### src/rtl/jtpinpon_objscan_if.sv
// Bundle of signals between the object scanner, the object RAM and the object line drawer.
// The scanner takes the master modport; the RAM/drawer side takes the slave modport.
interface jtpinpon_objscan_if #(
   parameter int AW = 7
);
   logic          hinit_x;
   logic [7:0]    vrender;
   logic [AW-1:0] obj_addr;
   logic [7:0]    obj_dout;
   logic          draw;
   logic          busy;
   logic [7:0]    xpos;
   logic [3:0]    ysub;
   logic [4:0]    pal;
   logic          hflip;
   logic          vflip;
   logic [7:0]    code;
   logic          done;
   logic          overflow;

   modport master (
      input  hinit_x, vrender, obj_dout, busy,
      output obj_addr, draw, xpos, ysub, pal, hflip, vflip, code, done, overflow
   );

   modport slave (
      output hinit_x, vrender, obj_dout, busy,
      input  obj_addr, draw, xpos, ysub, pal, hflip, vflip, code, done, overflow
   );
endinterface

### src/rtl/jtpinpon_objscan.sv
// Object-table scanner: on every line start it walks object RAM from the last slot down to 0 and
// hands each object crossing the next line to the object drawer. Define JTPINPON_OBJSCAN_LIMIT_EN
// to cap the number of draws per line at MAX_LINE and flag overflow.
module jtpinpon_objscan #(
   parameter int         OBJ_CNT  = 32,
   parameter logic [7:0] YOFFSET  = 8'd16,
   parameter int         MAX_LINE = 8
)(
   input  logic               clk,
   input  logic               rst,
   input  logic               cen2_i,
   jtpinpon_objscan_if.master bus
);
   localparam int IW = $clog2(OBJ_CNT);
   localparam int AW = IW + 2;

   typedef enum logic [2:0] {IDLE, READ, CHECK, DRAW, WAIT, NEXT} state_t;

   if (MAX_LINE < 1) begin : gBadMaxLine
      $error("jtpinpon_objscan: MAX_LINE must be at least 1");
   end

   state_t        state_q, state_d;
   logic [IW-1:0] index_q, index_d;
   logic [2:0]    cnt_q, cnt_d;
   logic [AW-1:0] objAddr_q, objAddr_d;
   logic [7:0]    yByte_q, yByte_d;
   logic [7:0]    codeByte_q, codeByte_d;
   logic [7:0]    attrByte_q, attrByte_d;
   logic [7:0]    xByte_q, xByte_d;
   logic          draw_q, draw_d;
   logic [7:0]    xpos_q, xpos_d;
   logic [3:0]    ysub_q, ysub_d;
   logic [4:0]    pal_q, pal_d;
   logic          hflip_q, hflip_d;
   logic          vflip_q, vflip_d;
   logic [7:0]    code_q, code_d;
   logic          done_q, done_d;
   logic          overflow_q, overflow_d;
   logic [7:0]    dy;
   logic          hit;
   logic          limitReached;

   // A slot with Y==0 is empty; otherwise the object covers 16 lines starting at its Y.
   assign dy  = bus.vrender + YOFFSET - yByte_q;
   assign hit = (dy[7:4] == 4'd0) && (yByte_q != 8'd0);

`ifdef JTPINPON_OBJSCAN_LIMIT_EN
   localparam int CW = $clog2(MAX_LINE + 1);
   logic [CW-1:0] hitCnt_q, hitCnt_d;

   assign limitReached = (hitCnt_q == CW'(MAX_LINE));

   // Counts draws the drawer has accepted on the current line.
   always_comb begin
      hitCnt_d = hitCnt_q;
      if (bus.hinit_x)
         hitCnt_d = '0;
      else if (state_q == DRAW && bus.busy)
         hitCnt_d = hitCnt_q + 1'b1;
   end

   always_ff @(posedge clk or posedge rst) begin
      if (rst)
         hitCnt_q <= '0;
      else if (cen2_i)
         hitCnt_q <= hitCnt_d;
   end
`else
   assign limitReached = 1'b0;
`endif

   always_ff @(posedge clk or posedge rst) begin
      if (rst) begin
         state_q    <= IDLE;
         index_q    <= IW'(OBJ_CNT - 1);
         cnt_q      <= '0;
         objAddr_q  <= '0;
         yByte_q    <= '0;
         codeByte_q <= '0;
         attrByte_q <= '0;
         xByte_q    <= '0;
         draw_q     <= 1'b0;
         xpos_q     <= '0;
         ysub_q     <= '0;
         pal_q      <= '0;
         hflip_q    <= 1'b0;
         vflip_q    <= 1'b0;
         code_q     <= '0;
         done_q     <= 1'b0;
         overflow_q <= 1'b0;
      end else if (cen2_i) begin
         state_q    <= state_d;
         index_q    <= index_d;
         cnt_q      <= cnt_d;
         objAddr_q  <= objAddr_d;
         yByte_q    <= yByte_d;
         codeByte_q <= codeByte_d;
         attrByte_q <= attrByte_d;
         xByte_q    <= xByte_d;
         draw_q     <= draw_d;
         xpos_q     <= xpos_d;
         ysub_q     <= ysub_d;
         pal_q      <= pal_d;
         hflip_q    <= hflip_d;
         vflip_q    <= vflip_d;
         code_q     <= code_d;
         done_q     <= done_d;
         overflow_q <= overflow_d;
      end
   end

   // A hit found while the drawer is still busy (e.g. after a restart) waits in CHECK.
   always_comb begin
      state_d = state_q;
      if (bus.hinit_x) begin
         state_d = READ;
      end else begin
         case (state_q)
            IDLE:    state_d = IDLE;
            READ:    if (cnt_q == 3'd4) state_d = CHECK;
            CHECK:   if (!hit || limitReached) state_d = NEXT;
                     else if (!bus.busy) state_d = DRAW;
            DRAW:    if (bus.busy) state_d = WAIT;
            WAIT:    if (!bus.busy) state_d = NEXT;
            NEXT:    state_d = (index_q == '0) ? IDLE : READ;
            default: state_d = IDLE;
         endcase
      end
   end

   // RAM reads are pipelined: the address for byte n+1 goes out on the edge that latches byte n-1.
   always_comb begin
      index_d    = index_q;
      cnt_d      = cnt_q;
      objAddr_d  = objAddr_q;
      yByte_d    = yByte_q;
      codeByte_d = codeByte_q;
      attrByte_d = attrByte_q;
      xByte_d    = xByte_q;
      draw_d     = draw_q;
      xpos_d     = xpos_q;
      ysub_d     = ysub_q;
      pal_d      = pal_q;
      hflip_d    = hflip_q;
      vflip_d    = vflip_q;
      code_d     = code_q;
      done_d     = done_q;
      overflow_d = overflow_q;
      if (bus.hinit_x) begin
         draw_d     = 1'b0;
         done_d     = 1'b0;
         overflow_d = 1'b0;
         index_d    = IW'(OBJ_CNT - 1);
         cnt_d      = '0;
         objAddr_d  = {IW'(OBJ_CNT - 1), 2'b00};
      end else begin
         case (state_q)
            READ: begin
               cnt_d = cnt_q + 1'b1;
               case (cnt_q)
                  3'd1:    yByte_d    = bus.obj_dout;
                  3'd2:    codeByte_d = bus.obj_dout;
                  3'd3:    attrByte_d = bus.obj_dout;
                  3'd4:    xByte_d    = bus.obj_dout;
                  default: ;
               endcase
               if (cnt_q < 3'd3)
                  objAddr_d = {index_q, 2'(cnt_q[1:0] + 2'd1)};
            end
            CHECK: begin
               if (hit && limitReached) begin
                  overflow_d = 1'b1;
               end else if (hit && !bus.busy) begin
                  draw_d  = 1'b1;
                  xpos_d  = xByte_q;
                  ysub_d  = dy[3:0];
                  pal_d   = attrByte_q[4:0];
                  hflip_d = attrByte_q[6];
                  vflip_d = attrByte_q[7];
                  code_d  = codeByte_q;
               end
            end
            DRAW: if (bus.busy) draw_d = 1'b0;
            NEXT: begin
               if (index_q == '0) begin
                  done_d = 1'b1;
               end else begin
                  index_d   = index_q - 1'b1;
                  cnt_d     = '0;
                  objAddr_d = {index_q - 1'b1, 2'b00};
               end
            end
            default: ;
         endcase
      end
   end

   assign bus.obj_addr = objAddr_q;
   assign bus.draw     = draw_q;
   assign bus.xpos     = xpos_q;
   assign bus.ysub     = ysub_q;
   assign bus.pal      = pal_q;
   assign bus.hflip    = hflip_q;
   assign bus.vflip    = vflip_q;
   assign bus.code     = code_q;
   assign bus.done     = done_q;
   assign bus.overflow = overflow_q;
endmodule

### src/flat_wrapper.sv
// flat-port wrapper written by rule: the top's interface ports become plain ports
module jtpinpon_objscan_flat 
#(
   parameter int         OBJ_CNT  = 32,
   parameter logic [7:0] YOFFSET  = 8'd16,
   parameter int         MAX_LINE = 8
)
  (clk, rst, cen2_i, bus_hinit_x, bus_vrender, bus_obj_dout, bus_busy, bus_obj_addr, bus_draw, bus_xpos, bus_ysub, bus_pal, bus_hflip, bus_vflip, bus_code, bus_done, bus_overflow);
  jtpinpon_objscan_if bus_i ();
  input  logic clk;
  input  logic rst;
  input  logic cen2_i;
  input wire logic [$bits(bus_i.hinit_x)-1:0] bus_hinit_x;
  input wire logic [$bits(bus_i.vrender)-1:0] bus_vrender;
  input wire logic [$bits(bus_i.obj_dout)-1:0] bus_obj_dout;
  input wire logic [$bits(bus_i.busy)-1:0] bus_busy;
  output wire logic [$bits(bus_i.obj_addr)-1:0] bus_obj_addr;
  output wire logic [$bits(bus_i.draw)-1:0] bus_draw;
  output wire logic [$bits(bus_i.xpos)-1:0] bus_xpos;
  output wire logic [$bits(bus_i.ysub)-1:0] bus_ysub;
  output wire logic [$bits(bus_i.pal)-1:0] bus_pal;
  output wire logic [$bits(bus_i.hflip)-1:0] bus_hflip;
  output wire logic [$bits(bus_i.vflip)-1:0] bus_vflip;
  output wire logic [$bits(bus_i.code)-1:0] bus_code;
  output wire logic [$bits(bus_i.done)-1:0] bus_done;
  output wire logic [$bits(bus_i.overflow)-1:0] bus_overflow;
  assign bus_i.hinit_x = bus_hinit_x;
  assign bus_i.vrender = bus_vrender;
  assign bus_i.obj_dout = bus_obj_dout;
  assign bus_i.busy = bus_busy;
  assign bus_obj_addr = bus_i.obj_addr;
  assign bus_draw = bus_i.draw;
  assign bus_xpos = bus_i.xpos;
  assign bus_ysub = bus_i.ysub;
  assign bus_pal = bus_i.pal;
  assign bus_hflip = bus_i.hflip;
  assign bus_vflip = bus_i.vflip;
  assign bus_code = bus_i.code;
  assign bus_done = bus_i.done;
  assign bus_overflow = bus_i.overflow;
  jtpinpon_objscan #(.OBJ_CNT(OBJ_CNT), .YOFFSET(YOFFSET), .MAX_LINE(MAX_LINE)) u_core (.clk(clk), .rst(rst), .cen2_i(cen2_i), .bus(bus_i));
endmodule
### config.mk
export PLATFORM = sky130hd
export DESIGN_NAME = jtpinpon_objscan_flat
export DESIGN_NICKNAME = d
export VERILOG_FILES = /design/src/rtl/jtpinpon_objscan_if.sv /design/src/rtl/jtpinpon_objscan.sv /design/src/flat_wrapper.sv
export SDC_FILE = /design/constraint.sdc
export NUM_CORES = 1
export LEC_CHECK = 0
export BUFFER_PORTS_ARGS = -buffer_cell sky130_fd_sc_hd__buf_2
export CORE_MARGIN = 2
export CORE_UTILIZATION = 40
export CTS_CLUSTER_SIZE = 16
export DETAILED_ROUTE_END_ITERATION = 10
export PLACE_DENSITY = 0.65
export SETUP_SLACK_MARGIN = 0.1
export SYNTH_ARGS = -nofsm -noshare
export SYNTH_HDL_FRONTEND = slang
export SYNTH_SLANG_ARGS = --single-unit
### constraint.sdc
create_clock -name clk -period 7.2 [get_ports clk]
set_clock_uncertainty 0.1 [all_clocks]
set_input_delay 2.16 -clock clk [delete_from_list [all_inputs] [get_ports clk]]
set_output_delay 2.16 -clock clk [all_outputs]
set_load 0.005 [all_outputs]
Word level (Yosys, flattened, before mapping)
Cells that the tools add are included.
- input port bits: 21
- register bits after elaboration: 79
- word-level logic and storage cells: 86
- output and inout bits: 37
- $add $sub $neg: 5
- bitwise logic cells: 1
- $lt $le $gt $ge: 1
- muxes and demuxes: 25
- reductions and logical operators: 21
- equality and inequality tests: 17
- operator list (kind ; count):
    4-bit AND reduction ; 7
    3-bit 2-to-1 mux ; 8
    7-bit 2-to-1 mux ; 3
    5-bit 2-to-1 mux ; 3
    3-bit case mux with 5 select lines ; 1
    7-bit case mux with 2 select lines ; 1
    3-bit by 2-bit equality test with 1-bit output, second input constant ; 4
    3-bit equality test, second input constant ; 3
    3-bit by 2-bit inequality test with 1-bit output, second input constant ; 3
    3-bit inequality test, second input constant ; 3
    3-bit AND reduction ; 3
    8-bit by 5-bit adder with 8-bit output, second input constant ; 1
    8-bit nonzero test ; 1
    8-bit subtractor ; 1
    1-bit 2-to-1 mux ; 7
    3-bit by 1-bit equality test with 1-bit output, second input constant ; 2
    3-bit case mux with 2 select lines ; 1
    3-bit nonzero test ; 2
    5-bit logical NOT ; 1
    5-bit AND reduction ; 1
    5-bit by 1-bit subtractor with 5-bit output, second input constant ; 1
    4-bit logical NOT ; 1
    4-bit inequality test, second input constant ; 1
    2-bit nonzero test ; 2
    other kinds (8) ; 9

Logic depth before layout (Yosys ltp)
- depth after elaboration: 8
- mapped depth: 12
- mapped depth without buffers: 11

Worst setup path before layout
OpenSTA, ideal clock, no wires.
- path kind: input port to flip-flop
- start: in bus_vrender[1]
- end: reg u_core.code_q[2], in the netlist u_core.bus.code[2]
- required time: 6975 ps
- setup slack: 2057 ps
- cell stages on the path: 10
- setup time: 125 ps
- data arrival time: 4918 ps
- path buffers: 1
- path through: ha_1 > ha_1 > fa_1 > a211o_1 > a21o_1 > a2111oi_2 > a31oi_1 > nor4_4 > buf_6 > mux2_4
- word-level cells in the longest chain between the ends: 6
- ends and longest elaborated chain (item ; line ; source):
    from (decl) ; flat_wrapper.sv:14 ; input wire logic [$bits(bus_i.vrender)-1:0] bus_vrender;
    8-bit by 5-bit adder with 8-bit output ; jtpinpon_objscan.sv:45 ; assign dy = bus.vrender + YOFFSET - yByte_q;
    8-bit subtractor ; jtpinpon_objscan.sv:45 ;
    4-bit logical NOT ; jtpinpon_objscan.sv:46 ; assign hit = (dy[7:4] == 4'd0) && (yByte_q != 8'd0);
    1-bit logical AND ; jtpinpon_objscan.sv:46 ;
    1-bit logical AND ; jtpinpon_objscan.sv:174 ; end else if (hit && !bus.busy) begin
    4-bit AND reduction (no source line) ; - ;
    to (signal assigned) ; jtpinpon_objscan.sv:107 ; code_q <= code_d;
    to (decl) ; jtpinpon_objscan.sv:37 ; logic [7:0] code_q, code_d;
No other way between the ends.
A chain may end at the register's enable or synchronous reset.

Final worst setup path
- start: in bus_vrender[1]
- end: reg u_core.hflip_q, in the netlist u_core.bus.hflip
- word-level cells in the longest chain between the ends: 6
- ends and longest elaborated chain (item ; line ; source):
    8-bit by 5-bit adder with 8-bit output ; jtpinpon_objscan.sv:45 ;
    8-bit subtractor ; jtpinpon_objscan.sv:45 ;
    4-bit logical NOT ; jtpinpon_objscan.sv:46 ;
    1-bit logical AND ; jtpinpon_objscan.sv:46 ;
    1-bit logical AND ; jtpinpon_objscan.sv:174 ;
    4-bit AND reduction (no source line) ; - ;
    to (signal assigned) ; jtpinpon_objscan.sv:105 ; hflip_q <= hflip_d;
    to (decl) ; jtpinpon_objscan.sv:35 ; logic hflip_q, hflip_d;
No other way between the ends.

==> flow_summary.json <==
{
  "endpoint_kind": "register",
  "cts_root_buffer": "clkbuf_8",
  "synthFlopType": "dfrtp_1",
  "first_pass_iters": 4,
  "p_per_area_nw_per_um2": 315,
  "path_clk_slew_ns": 0.08,
  "drt_iter0_markers": 110,
  "rows": 35,
  "arrival_ns": 5.02,
  "crit_type": "primary input to register",
  "drv_slew": 0,
  "synthTopCellsByCount": "dfrtp_1, mux2_2, nand2_1",
  "syn_avg_cell_area_um2": 12.2,
  "slew_headroom_pct": 32.8,
  "die_height_um": 101,
  "routed_wl_mm": 7.28,
  "cellLeakagePower_nw": 2.19,
  "clockBufferDepth": 2,
  "ctsResizeCount": 0,
  "synth-seq-cells": 78,
  "dp_hpwl_mm": 5.11,
  "period_needed_ns": 4.88,
  "fin_tns_setup_ns": 0,
  "synth_area_um2": 3730,
  "gp_congestion": 0.769,
  "synthSimpleGateAreaFrac_pct": 8.72,
  "synth-edff-count": 0,
  "ys_warn_count": 0,
  "drv_cap": 0,
  "cts_tree": "built",
  "ys_types": 42,
  "die_w_um": 101,
  "critPathMostFrequentCell": "ha_1",
  "clock-sinks": 78,
  "grt-ovfl-total": 0,
  "synth_top_area_share_pct": 48.9,
  "grt_first_pass_wirelength_mm": 12.4,
  "port_buffers": 56,
  "ant_nets": 0,
  "grt_setup_unrepaired": "false",
  "ioPinCount": 58,
  "cts_setup_buffers": 0,
  "synth_top_cell_by_area": "dfrtp_1",
  "critPathMaxFanout": 16,
  "clock_latency_ns": 0.34,
  "synth_cells": 305,
  "grt_max_degree": 79,
  "synthAdderAreaFrac_pct": 6.57,
  "wl_met2_mm": 3.46,
  "core_area_um2": 9150,
  "drive_gt1_share_pct": 37.2,
  "synth-seq-area-share_pct": 52.5,
  "vias_per_cell": 5.15,
  "drc": 0,
  "first_global_vias": 2449,
  "synth_area_leaders": "dfrtp_1, mux2_2, mux2_4",
  "nets": 406,
  "synth_compound_area_share_pct": 7.44,
  "start_util_pct": 40.8,
  "m1WireLength_mm": 3.35,
  "cts-hold-fix-buffers": 0,
  "cts_htree_levels": 3,
  "worst_path_largest_cell_delay_ns": 0.41,
  "wl_met3_um": 368,
  "cp_cell_sequence": "buf_2 > ha_1 > ha_1 > fa_1 > a211o_1 > a21o_1 > a2111oi_2 > a31oi_1 > nor4_4 > buf_4 > mux2_2",
  "max_freq_mhz": 205,
  "yosysMostFrequentCell": "dfrtp_1",
  "synth-xor-area-share_pct": 2.11,
  "wl_per_cell_um": 15.1,
  "start_kind": "primary input",
  "timing.final.crit_share_pct": 67.8,
  "antenna_found_initial": 1,
  "synth_top_family_by_area": "multiplexers",
  "crit_path_top_delay_cell": "fa_1",
  "vias": 2481,
  "antenna_cells": 0,
  "status": "finished, final reports clean",
  "ir_drop_v": 0.000149,
  "die-area_um2": 10100,
  "numCtsBuffers": 9,
  "synth_mux_area_share_pct": 19.3,
  "hold_slack_ns": 0.374,
  "min_path_type": "register to register",
  "grt_usage_pct": 15.6,
  "hold_viol": 0,
  "setup-violations-final": 0,
  "fin_util_pct": 47.3,
  "worst_slew_pin_slew_ns": 1.00,
  "async_reset_ff_share_pct": 100,
  "syn_nets": 345,
  "highest_layer": "met5",
  "area_growth_pct": 16.0,
  "cp.required_ns": 7.33
}
sequential cells by signal, indices dropped and copies added, names as in the netlist, 5 cells and up:
register and flops:
u_core.codeByte_q 8, u_core.xByte_q 8, u_core.bus.pal 5, u_core.bus.obj_addr 7, u_core.yByte_q 8, u_core.bus.xpos 8, u_core.index_q 5, u_core.bus.code 8
u_core.attrByte_q 7
layer usage:
metal,vias up,global-route usage (%)
met5,-,0
met2,55,23.9
met4,2,5.06
met3,11,4.72
li1,1182,-
met1,1231,21.3
final timing paths:
kind                       cells after the start                endpoint              startpoint  slack [ns]
max                                           11        u_core.bus.hflip          bus_vrender[1]        2.32
min                                            2  u_core.bus.obj_addr[3]  u_core.bus.obj_addr[3]        0.37
max reg2reg                                   11        u_core.bus.hflip       u_core.yByte_q[1]        3.81
min reg2reg                                    2  u_core.bus.obj_addr[3]  u_core.bus.obj_addr[3]        0.37
max in group asynchronous                      3      u_core.bus.ysub[2]                     rst        4.37
min in group asynchronous                      3      u_core.bus.code[5]                     rst        2.01
report_power, final:
part / internal [W] / total, W / switching (W)
sequential: 0.000538 / 0.000612 / 0.0000738
combinational: 0.000193 / 0.000403 / 0.000209
clock: 0.000195 / 0.000351 / 0.000155
total: 0.000926 / 0.00136 / 0.000438
cells by family (layout without fill, tap and decap cells):
kind of cell               Yosys count  in the layout
xor gates and xnor gates             9              9
and+or+nand+nor                     68             68
buffers and inverters               28             94
adders and majority gates           19             19
AOI/OAI and AO/OA                   44             44
muxes                               58             58
other                                1              1
DFF                                 78             78
worst max-delay path, delay by kind of cell:
kind | cells | cell delay, ns
AO/OA/AOI/OAI | 4 | 0.96
adder cells (fa/ha/maj) | 3 | 0.92
buffers and inverters | 2 | 0.42
multiplexers | 1 | 0.37
AND/OR/NAND/NOR | 1 | 0.18
cell type report:
class | instances | area, um2
Multi-Input combinational cell | 199 | 1650
Inverter | 19 | 71.3
Clock buffer | 12 | 135
Fill cell | 839 | 4820
Tap cell | 111 | 139
Clock inverter | 4 | 72.6
Sequential cell | 78 | 1960
Timing Repair Buffer | 59 | 303
placed cells by master (no fill, tap or decap), types with 2 or more instances in the layout:
| cell | instances |
|---|---|
| inv_1 | 18 |
| buf_2 | 56 |
| a21o_1 | 4 |
| ha_1 | 18 |
| nand3_1 | 4 |
| mux2_4 | 18 |
| mux2_2 | 39 |
| dfrtp_1 | 73 |
| a31oi_1 | 3 |
| o41ai_1 | 2 |
| buf_4 | 3 |
| clkbuf_1 | 3 |
| bufinv_16 | 2 |
| o21ai_0 | 15 |
| o211ai_1 | 2 |
| xnor2_1 | 7 |
| a21oi_1 | 10 |
| clkbuf_8 | 9 |
| dfstp_2 | 5 |
| nand2_1 | 23 |
| nor4_1 | 2 |
| nor3_1 | 6 |
| xor2_1 | 2 |
| nand2b_1 | 4 |
| nor2_1 | 22 |
stage by stage:
step	setup WS (ns)	total power, W	cell area [um2]	instances
finish	2.32	0.00136	4330	482
global route	2.19	0.00146	4330	482
CTS	2.33	0.00138	4330	482
detailed placement	1.94	0.00102	4120	466
global placement	2.00	0.00101	4120	466
floorplan	2.06	0.000920	3730	305
Power figures use the tool's default switching activity.
